**config.mk**
```make
export PLATFORM = sky130hd
export DESIGN_NAME = arbitro_escrita_registradores_flat
export DESIGN_NICKNAME = d
export VERILOG_FILES = /design/src/rtl/arbitro_escrita_registradores_if.sv /design/src/rtl/arbitro_escrita_registradores.sv /design/src/flat_wrapper.sv
export SDC_FILE = /design/constraint.sdc
export NUM_CORES = 1
export LEC_CHECK = 0
export CORE_MARGIN = 5
export CORE_UTILIZATION = 30
export CTS_BUF_LIST = sky130_fd_sc_hd__clkbuf_4 sky130_fd_sc_hd__clkbuf_8
export DETAILED_ROUTE_END_ITERATION = 16
export PLACE_DENSITY = 0.67
export SYNTH_ARGS = -nofsm -noshare
export SYNTH_HDL_FRONTEND = slang
export SYNTH_SLANG_ARGS = --single-unit
```
**constraint.sdc**
```tcl
create_clock -name clock -period 1.8 [get_ports clock]
set_input_delay 0.36 -clock clock [delete_from_list [all_inputs] [get_ports clock]]
set_output_delay 0.36 -clock clock [all_outputs]
set_load 0.005 [all_outputs]
```
**src/rtl/arbitro_escrita_registradores_if.sv**
```systemverilog
// ---------------------------------------------------------------------------
// arbitro_escrita_registradores_if
//
// Bundle between the two writeback sources and the register-bank write port.
//
// Signals:
//   enable            - global grant enable (driven by the master side)
//   valid_0/reg_0/data_0, ready_0 - ALU writeback request and its grant
//   valid_1/reg_1/data_1, ready_1 - load writeback request and its grant
//   regWrite, write_register, write_data - registered bank write port
//   contention_count  - saturating count of contended cycles (CNT_W bits)
//
// Modports:
//   master - requester / environment side
//   slave  - the arbiter
// ---------------------------------------------------------------------------
interface arbitro_escrita_registradores_if #(
    parameter int CNT_W = 16
);
    logic             enable;
    logic             valid_0;
    logic [4:0]       reg_0;
    logic [31:0]      data_0;
    logic             ready_0;
    logic             valid_1;
    logic [4:0]       reg_1;
    logic [31:0]      data_1;
    logic             ready_1;
    logic             regWrite;
    logic [4:0]       write_register;
    logic [31:0]      write_data;
    logic [CNT_W-1:0] contention_count;

    modport master (
        output enable,
        output valid_0, reg_0, data_0,
        output valid_1, reg_1, data_1,
        input  ready_0, ready_1,
        input  regWrite, write_register, write_data,
        input  contention_count
    );

    modport slave (
        input  enable,
        input  valid_0, reg_0, data_0,
        input  valid_1, reg_1, data_1,
        output ready_0, ready_1,
        output regWrite, write_register, write_data,
        output contention_count
    );
endinterface

```
**src/rtl/arbitro_escrita_registradores.sv**
```systemverilog
// ---------------------------------------------------------------------------
// arbitro_escrita_registradores
//
// Round-robin arbiter for the single write port of the 32x32 register bank.
// Requester 0 is the ALU writeback, requester 1 the load writeback. Grants
// are combinational from valid/enable/priority; the bank write port
// (regWrite, write_register, write_data) is registered, giving one write
// pulse in the cycle after each accepted request.
//
// Ports:
//   clock   - rising-edge clock
//   reset_n - asynchronous active-low reset
//   bus     - arbitro_escrita_registradores_if.slave (requests, grants,
//             bank write port, contention counter)
//
// Parameters:
//   CNT_W   - width of the saturating contention counter
//
// Build option:
//   ARB_ZERO_REG_PROTECT_EN - when defined, transfers addressed to register 0
//             complete the handshake but never produce a bank write.
// ---------------------------------------------------------------------------
module arbitro_escrita_registradores #(
    parameter int CNT_W = 16
) (
    input  logic                          clock,
    input  logic                          reset_n,
    arbitro_escrita_registradores_if.slave bus
);

    typedef enum logic {
        PRIO_REQ0 = 1'b0,
        PRIO_REQ1 = 1'b1
    } prio_e;

    prio_e            prio_q, prio_d;
    logic             reg_write_q, reg_write_d;
    logic [4:0]       write_register_q, write_register_d;
    logic [31:0]      write_data_q, write_data_d;
    logic [CNT_W-1:0] contention_q, contention_d;

    logic             grant_0;
    logic             grant_1;
    logic             transfer;
    logic             commit;
    logic             contention;
    logic [4:0]       sel_reg;
    logic [31:0]      sel_data;

    // Grant depends only on valid, enable, reset and the priority pointer,
    // never on reg/data, so no data-to-ready combinational path exists.
    // NOTE: every signal assigned in always_comb gets a default first so no
    // latch can be inferred on an unassigned path.
    always_comb begin
        grant_0 = 1'b0;
        grant_1 = 1'b0;
        if (reset_n && bus.enable) begin
            if (bus.valid_0 && bus.valid_1) begin
                grant_0 = (prio_q == PRIO_REQ0);
                grant_1 = (prio_q == PRIO_REQ1);
            end else begin
                grant_0 = bus.valid_0;
                grant_1 = bus.valid_1;
            end
        end
    end

    assign bus.ready_0 = grant_0;
    assign bus.ready_1 = grant_1;

    assign transfer   = grant_0 | grant_1;
    assign sel_reg    = grant_1 ? bus.reg_1  : bus.reg_0;
    assign sel_data   = grant_1 ? bus.data_1 : bus.data_0;
    assign contention = bus.valid_0 && bus.valid_1 && bus.enable;

`ifdef ARB_ZERO_REG_PROTECT_EN
    // Register 0 is hardwired: the handshake completes but the write is dropped.
    assign commit = transfer && (sel_reg != 5'd0);
`else
    assign commit = transfer;
`endif

    always_comb begin
        prio_d           = prio_q;
        reg_write_d      = commit;
        write_register_d = write_register_q;
        write_data_d     = write_data_q;
        contention_d     = contention_q;

        // The requester that just transferred yields priority to the other.
        if (grant_0) begin
            prio_d = PRIO_REQ1;
        end else if (grant_1) begin
            prio_d = PRIO_REQ0;
        end

        if (commit) begin
            write_register_d = sel_reg;
            write_data_d     = sel_data;
        end

        // Saturate at all-ones instead of wrapping.
        if (contention && (contention_q != '1)) begin
            contention_d = contention_q + CNT_W'(1);
        end
    end

    // NOTE: state registers use non-blocking assignments so every flop samples
    // the pre-edge values regardless of process evaluation order.
    always_ff @(posedge clock or negedge reset_n) begin
        if (!reset_n) begin
            prio_q           <= PRIO_REQ0;
            reg_write_q      <= 1'b0;
            write_register_q <= 5'd0;
            write_data_q     <= 32'd0;
            contention_q     <= '0;
        end else begin
            prio_q           <= prio_d;
            reg_write_q      <= reg_write_d;
            write_register_q <= write_register_d;
            write_data_q     <= write_data_d;
            contention_q     <= contention_d;
        end
    end

    assign bus.regWrite         = reg_write_q;
    assign bus.write_register   = write_register_q;
    assign bus.write_data       = write_data_q;
    assign bus.contention_count = contention_q;

endmodule

```
**src/flat_wrapper.sv**
```systemverilog
// flat-port wrapper written by rule: the top's interface ports become plain ports
module arbitro_escrita_registradores_flat 
#(
    parameter int CNT_W = 16
)
  (clock, reset_n, bus_enable, bus_valid_0, bus_reg_0, bus_data_0, bus_valid_1, bus_reg_1, bus_data_1, bus_ready_0, bus_ready_1, bus_regWrite, bus_write_register, bus_write_data, bus_contention_count);
  arbitro_escrita_registradores_if #(.CNT_W(CNT_W)) bus_i ();
  input  logic clock;
  input  logic reset_n;
  input wire logic [$bits(bus_i.enable)-1:0] bus_enable;
  input wire logic [$bits(bus_i.valid_0)-1:0] bus_valid_0;
  input wire logic [$bits(bus_i.reg_0)-1:0] bus_reg_0;
  input wire logic [$bits(bus_i.data_0)-1:0] bus_data_0;
  input wire logic [$bits(bus_i.valid_1)-1:0] bus_valid_1;
  input wire logic [$bits(bus_i.reg_1)-1:0] bus_reg_1;
  input wire logic [$bits(bus_i.data_1)-1:0] bus_data_1;
  output wire logic [$bits(bus_i.ready_0)-1:0] bus_ready_0;
  output wire logic [$bits(bus_i.ready_1)-1:0] bus_ready_1;
  output wire logic [$bits(bus_i.regWrite)-1:0] bus_regWrite;
  output wire logic [$bits(bus_i.write_register)-1:0] bus_write_register;
  output wire logic [$bits(bus_i.write_data)-1:0] bus_write_data;
  output wire logic [$bits(bus_i.contention_count)-1:0] bus_contention_count;
  assign bus_i.enable = bus_enable;
  assign bus_i.valid_0 = bus_valid_0;
  assign bus_i.reg_0 = bus_reg_0;
  assign bus_i.data_0 = bus_data_0;
  assign bus_i.valid_1 = bus_valid_1;
  assign bus_i.reg_1 = bus_reg_1;
  assign bus_i.data_1 = bus_data_1;
  assign bus_ready_0 = bus_i.ready_0;
  assign bus_ready_1 = bus_i.ready_1;
  assign bus_regWrite = bus_i.regWrite;
  assign bus_write_register = bus_i.write_register;
  assign bus_write_data = bus_i.write_data;
  assign bus_contention_count = bus_i.contention_count;
  arbitro_escrita_registradores #(.CNT_W(CNT_W)) u_core (.clock(clock), .reset_n(reset_n), .bus(bus_i));
endmodule
```
After elaboration in Yosys (flattened, before gate mapping)
Index checks and enable logic that the tools add are counted.
- bits in registers: 55
- logic and storage cells: 22
- add/sub/neg operators: 1
- equality and inequality tests: 1
- muxes and demuxes: 8
- bitwise gates (word level): 2
- reduce and logical (&&, ||, !) cells: 5
- operator list (cell ; count):
    32-bit two-way mux ; 1
    16-bit by 1-bit adder with 16-bit output, second input constant ; 1
    16-bit inequality test, second input constant ; 1
    1-bit two-way mux ; 6
    5-bit two-way mux ; 1
    1-bit logical AND ; 4
    2-bit nonzero test ; 1
    1-bit inverter ; 1
    1-bit OR ; 1

Depth between registers and ports, before layout
- depth after elaboration: 5
- mapped depth: 6
- mapped depth without buffers: 5

Worst setup path before layout
Ideal clock, no wire load.
- kind: register -> register
- from: register u_core.contention_q[5] (netlist: u_core.bus.contention_count[5])
- to: register u_core.contention_q[15] (netlist: u_core.bus.contention_count[15])
- data arrival time: 1.659 ns
- path slack: 0.016 ns
- cell stages (with the launch flop): 5
- buffers on the path: 0
- period minus slack after synthesis: 1.784 ns
- cells stage by stage: dfrtp_1 nand4_4 or4_4 nor3_2 mux2_2
- longest elaborated chain between the ends: 2
- ends and longest elaborated chain (element ; line ; source):
    start: declaration ; arbitro_escrita_registradores.sv:40 ; logic [CNT_W-1:0] contention_q, contention_d;
    start signal: assignment ; arbitro_escrita_registradores.sv:122 ; contention_q <= contention_d;
    branches (longest 2 deep; another with 16-bit by 1-bit adder with 16-bit output) ; -- ;
Several ways; the timed one is not identified.
A chain may end at the register's enable or synchronous reset.

Final worst setup path
- from: register u_core.contention_q[3] (netlist: u_core.bus.contention_count[3])
- to: output bus_contention_count[3]
- RTL lines (element ; line ; source):
    end: declaration ; flat_wrapper.sv:22 ; output wire logic [$bits(bus_i.contention_count)-1:0] bus_contention_count;
No word-level cell between the ends.

==> out/summary.md <==
## Timing
* maximum operating frequency: 579 MHz
* setup repair after global routing missed its margin: no
* final period utilization: 96.0%
* endpoints failing setup: 0
* worst max-slew margin expressed relative to the limit: 53.3%
* crit path setup slack, layout: 0.0726 ns
* count of pins over their slew limit: 0
* slew of the pin with the lowest slew margin: 0.701 ns
* final-report hold violation count: 0
* min cycle time layout: 1.73 ns
* Clock Skews: 0.00685 ns

## Pwr
* logic gate share of total power: 33.6%
* PD cells: 856 mW/mm^2
* internal portion of total power: 2.60 mW
* part of the total power dissipated in the clock network: 20.8%
* Max rail drop VDD: 0.394 mV
* Net Sw Power: 1.01 mW
* sequential group share of total power: 45.7%
* leakage: 1.90 nW
* switching portion of total power: 27.9%

## Outcome
* result of the run: complete, no violations

## Final layout
* highest-count cells in the layout ignoring fill and taps: 128 x sky130_fd_sc_hd__clkdlybuf4s50_1, 81 x sky130_fd_sc_hd__nand2_1, 55 x sky130_fd_sc_hd__dfrtp_1
* diode count: 0
* share of final-layout standard cells stronger than drive strength 1: 12.0%
* area of the multi-input gates: 0.00106 mm^2
* area growth from synthesis to layout: 72.1%
* most common cell after layout, fill and taps aside: sky130_fd_sc_hd__clkdlybuf4s50_1
* area taken by flip-flops and latches: 0.00138 mm^2
* Fillers: 783
* net total in the final layout: 478
* post-layout instance count excluding filler cells: 504

## Worst setup path
* Setup crit start: u_core.bus.contention_count[3]$_DFFE_PN0P_
* number of cells on the worst reg-to-reg path: 4
* Worst EP arrival: 1.37 ns
* startpoint type of the worst setup path: flop
* Largest delay share family, worst path: buffers and inverters
* peak per-stage delay on the critical path: 0.56 ns
* number of buffers and inverters on the critical path: 1
* number of gates on the worst path with buffers counted: 1
* r2r startpoint: u_core.bus.contention_count[7]$_DFFE_PN0P_
* critical path data required time: 1.44 ns
* Crit Path Class: reg2out
* crit path cell chain: clkdlybuf4s50_1
* worst-path cell with the longest stage delay: sky130_fd_sc_hd__clkdlybuf4s50_1
* nature of the critical path endpoint: output pin
* maximum fanout encountered on the critical timing path: 6

## Clock network
* Bufs on Longest Clock Path: 2
* H-tree depth: 2
* worst-skew pair later-pin latency: 0.30 ns
* Root Buffer Master: sky130_fd_sc_hd__clkbuf_8
* clock tree from TritonCTS: yes
* cts bufs inserted: 5
* total clock sinks: 55
* CTS clk-pin slew, worst paths: 0.09 ns

## Logic synthesis
* proportion of register bits with asynchronous set or reset after synthesis: 100%
* number of library cell types mapped by synthesis: 27
* number of enable-type register cells in the synthesized netlist: 0
* synthesized instance count: 248
* cell types with the largest area share after synthesis: sky130_fd_sc_hd__dfrtp_1 56%, sky130_fd_sc_hd__nand2_1 12%, sky130_fd_sc_hd__a22oi_1 11%
* Seq/Total Area, Yosys: 56.3%
* leading area contributor after synthesis: sky130_fd_sc_hd__dfrtp_1
* share of the synthesized area in the top cell type: 56.3%
* Synth Cell Area: 0.00244 mm^2
* count of state elements after synthesis: 55
* post-synth net total: 328
* number of warning messages in the yosys log: 0
* top flip-flop cell by instance count after synthesis: sky130_fd_sc_hd__dfrtp_1
* average size of a mapped cell: 9.86 um^2

## Floorplan
* starting density of the core: 30.2%
* Die Span Y: 100 um
* count of standard-cell rows: 33
* area enclosed by the die boundary: 0.0101 mm^2
* core box area: 0.00809 mm^2
* die width: 100 um
* Boundary Pins: 135

## GRT
* residual overflow from global routing: 0
* Total GRT Usage: 14.8%
* global-route wire length before repair: 12000 um
* largest net degree at the start of global routing: 56
* via count of the first global-routing pass: 2490
* initial antenna violation count: 0

## Place
* final weighted congestion in routability-driven placement: 0.809
* pre-CTS worst setup slack: -0.436 ns
* half-perimeter wire length after detailed placement: 5520 um
* number of port buffers: 134
* placed cells: 496

## Flow run
* number of max-cap violations: 0

## Detailed routing
* remaining antenna violation count after routing: 0
* DR WL/cell: 14.7 um
* via-per-instance ratio: 4.70
* number of DRC markers in iteration 0: 75
* total number of vias: 2368
* first drt pass iteration count: 4
* DR DRC count: 0
* Detailed Route WL: 7400 um

## Hold path
* Hold Path Class: in2async

==> power by group through the flow <==
stage               registers [mW]  logic [mW]  clock network, mW
global placement              1.65        1.20                  0
global route                  1.67        1.33              0.827
floorplan                     1.70       0.281                  0
CTS                           1.64        1.23              0.791
detailed placement            1.66        1.22                  0
finish                        1.64        1.21              0.748
==> state kept, by name, indices dropped and copies added (netlist names) <==
| signal | cells |
|---|---|
| u_core.bus.regWrite | 1 |
| u_core.prio_q | 1 |
| u_core.bus.write_register | 5 |
| u_core.bus.write_data | 32 |
| u_core.bus.contention_count | 16 |
==> worst reg2reg max path: stages, from the launching register on <==
cell                      delay, ns
sky130_fd_sc_hd__dfrtp_1       0.43
sky130_fd_sc_hd__nand4_4       0.10
sky130_fd_sc_hd__or4_4         0.55
sky130_fd_sc_hd__nor3_2        0.13
sky130_fd_sc_hd__mux2_2        0.35
==> cell families after synthesis <==
kind of cell	Yosys count	synth area share (%)
AOI/OAI and AO/OA	47	13.9
xor gates and xnor gates	10	3.58
adders and majority gates	1	0.512
buffers and inverters	18	2.76
DFF	55	56.3
muxes	3	1.38
and+or+nand+nor	114	21.6
==> timing repair <==
| action | 4_1_cts | 5_1_grt |
|---|---|---|
| pin swaps | 2 | 3 |
| setup buffers | 0 | 0 |
| hold buffers | 0 | 0 |
| setup endpoints to repair | 5 | 12 |
| gates resized for setup | 11 | 6 |
==> path summary, 6_finish.rpt <==
check	end	slack [ns]
setup / recovery	bus_contention_count[3]	0.07
hold / removal	u_core.bus.contention_count[13]$_DFFE_PN0P_	0.31
setup reg to reg	u_core.bus.contention_count[15]$_DFFE_PN0P_	0.12
hold reg to reg	u_core.bus.write_data[27]$_DFFE_PN0P_	0.48
max in group asynchronous	u_core.bus.write_data[18]$_DFFE_PN0P_	1.03
min in group clock	u_core.prio_q$_DFFE_PN0P_	0.44
==> Yosys cell counts (all sizes together) (2+ instances only) <==
master and count:
mux2 3, nand3 8, xor2 7, a21oi 3, inv 5, nor2 4, xnor2 3, nor3 8
o211ai 2, o21a 2, nand4 5, dfrtp 55, clkbuf 12, o21ai 2, nand2 81, a22oi 37
nor4 5
==> area by class of cell <==
class                      instances  area share [%]
clock buffer                       8            2.47
timing repair buffer             156            36.0
tap                              105            3.12
multi-input combinational        175            25.3
sequential                        55            32.7
inverter                           5           0.446
==> metrics by stage <==
stage | setup TNS (ns) | area [um^2] | hold slack [ns] | utilization (%) | total power [mW]
after global routing | 0 | 4210 | 0.389 | 52.0 | 3.83
after floorplan | 0 | 2440 | 0.0644 | - | 1.99
final | 0 | 4210 | 0.306 | 52.0 | 3.60
after CTS | -0.00108 | 4190 | 0.330 | 51.7 | 3.66
after global placement | -6.42 | 4060 | 0.457 | 50.2 | 2.86
after detailed placement | -9.60 | 4060 | 0.461 | 50.2 | 2.88
==> layer usage <==
| metal | track usage, % | part of all wire, % |
|---|---|---|
| met3 | 4.17 | 5.9 |
| met5 | 0 | 0 |
| met2 | 24.8 | 52 |
| met4 | 5.91 | 3.1 |
| met1 | 17.9 | 39 |
Power figures use the tool's default switching activity.
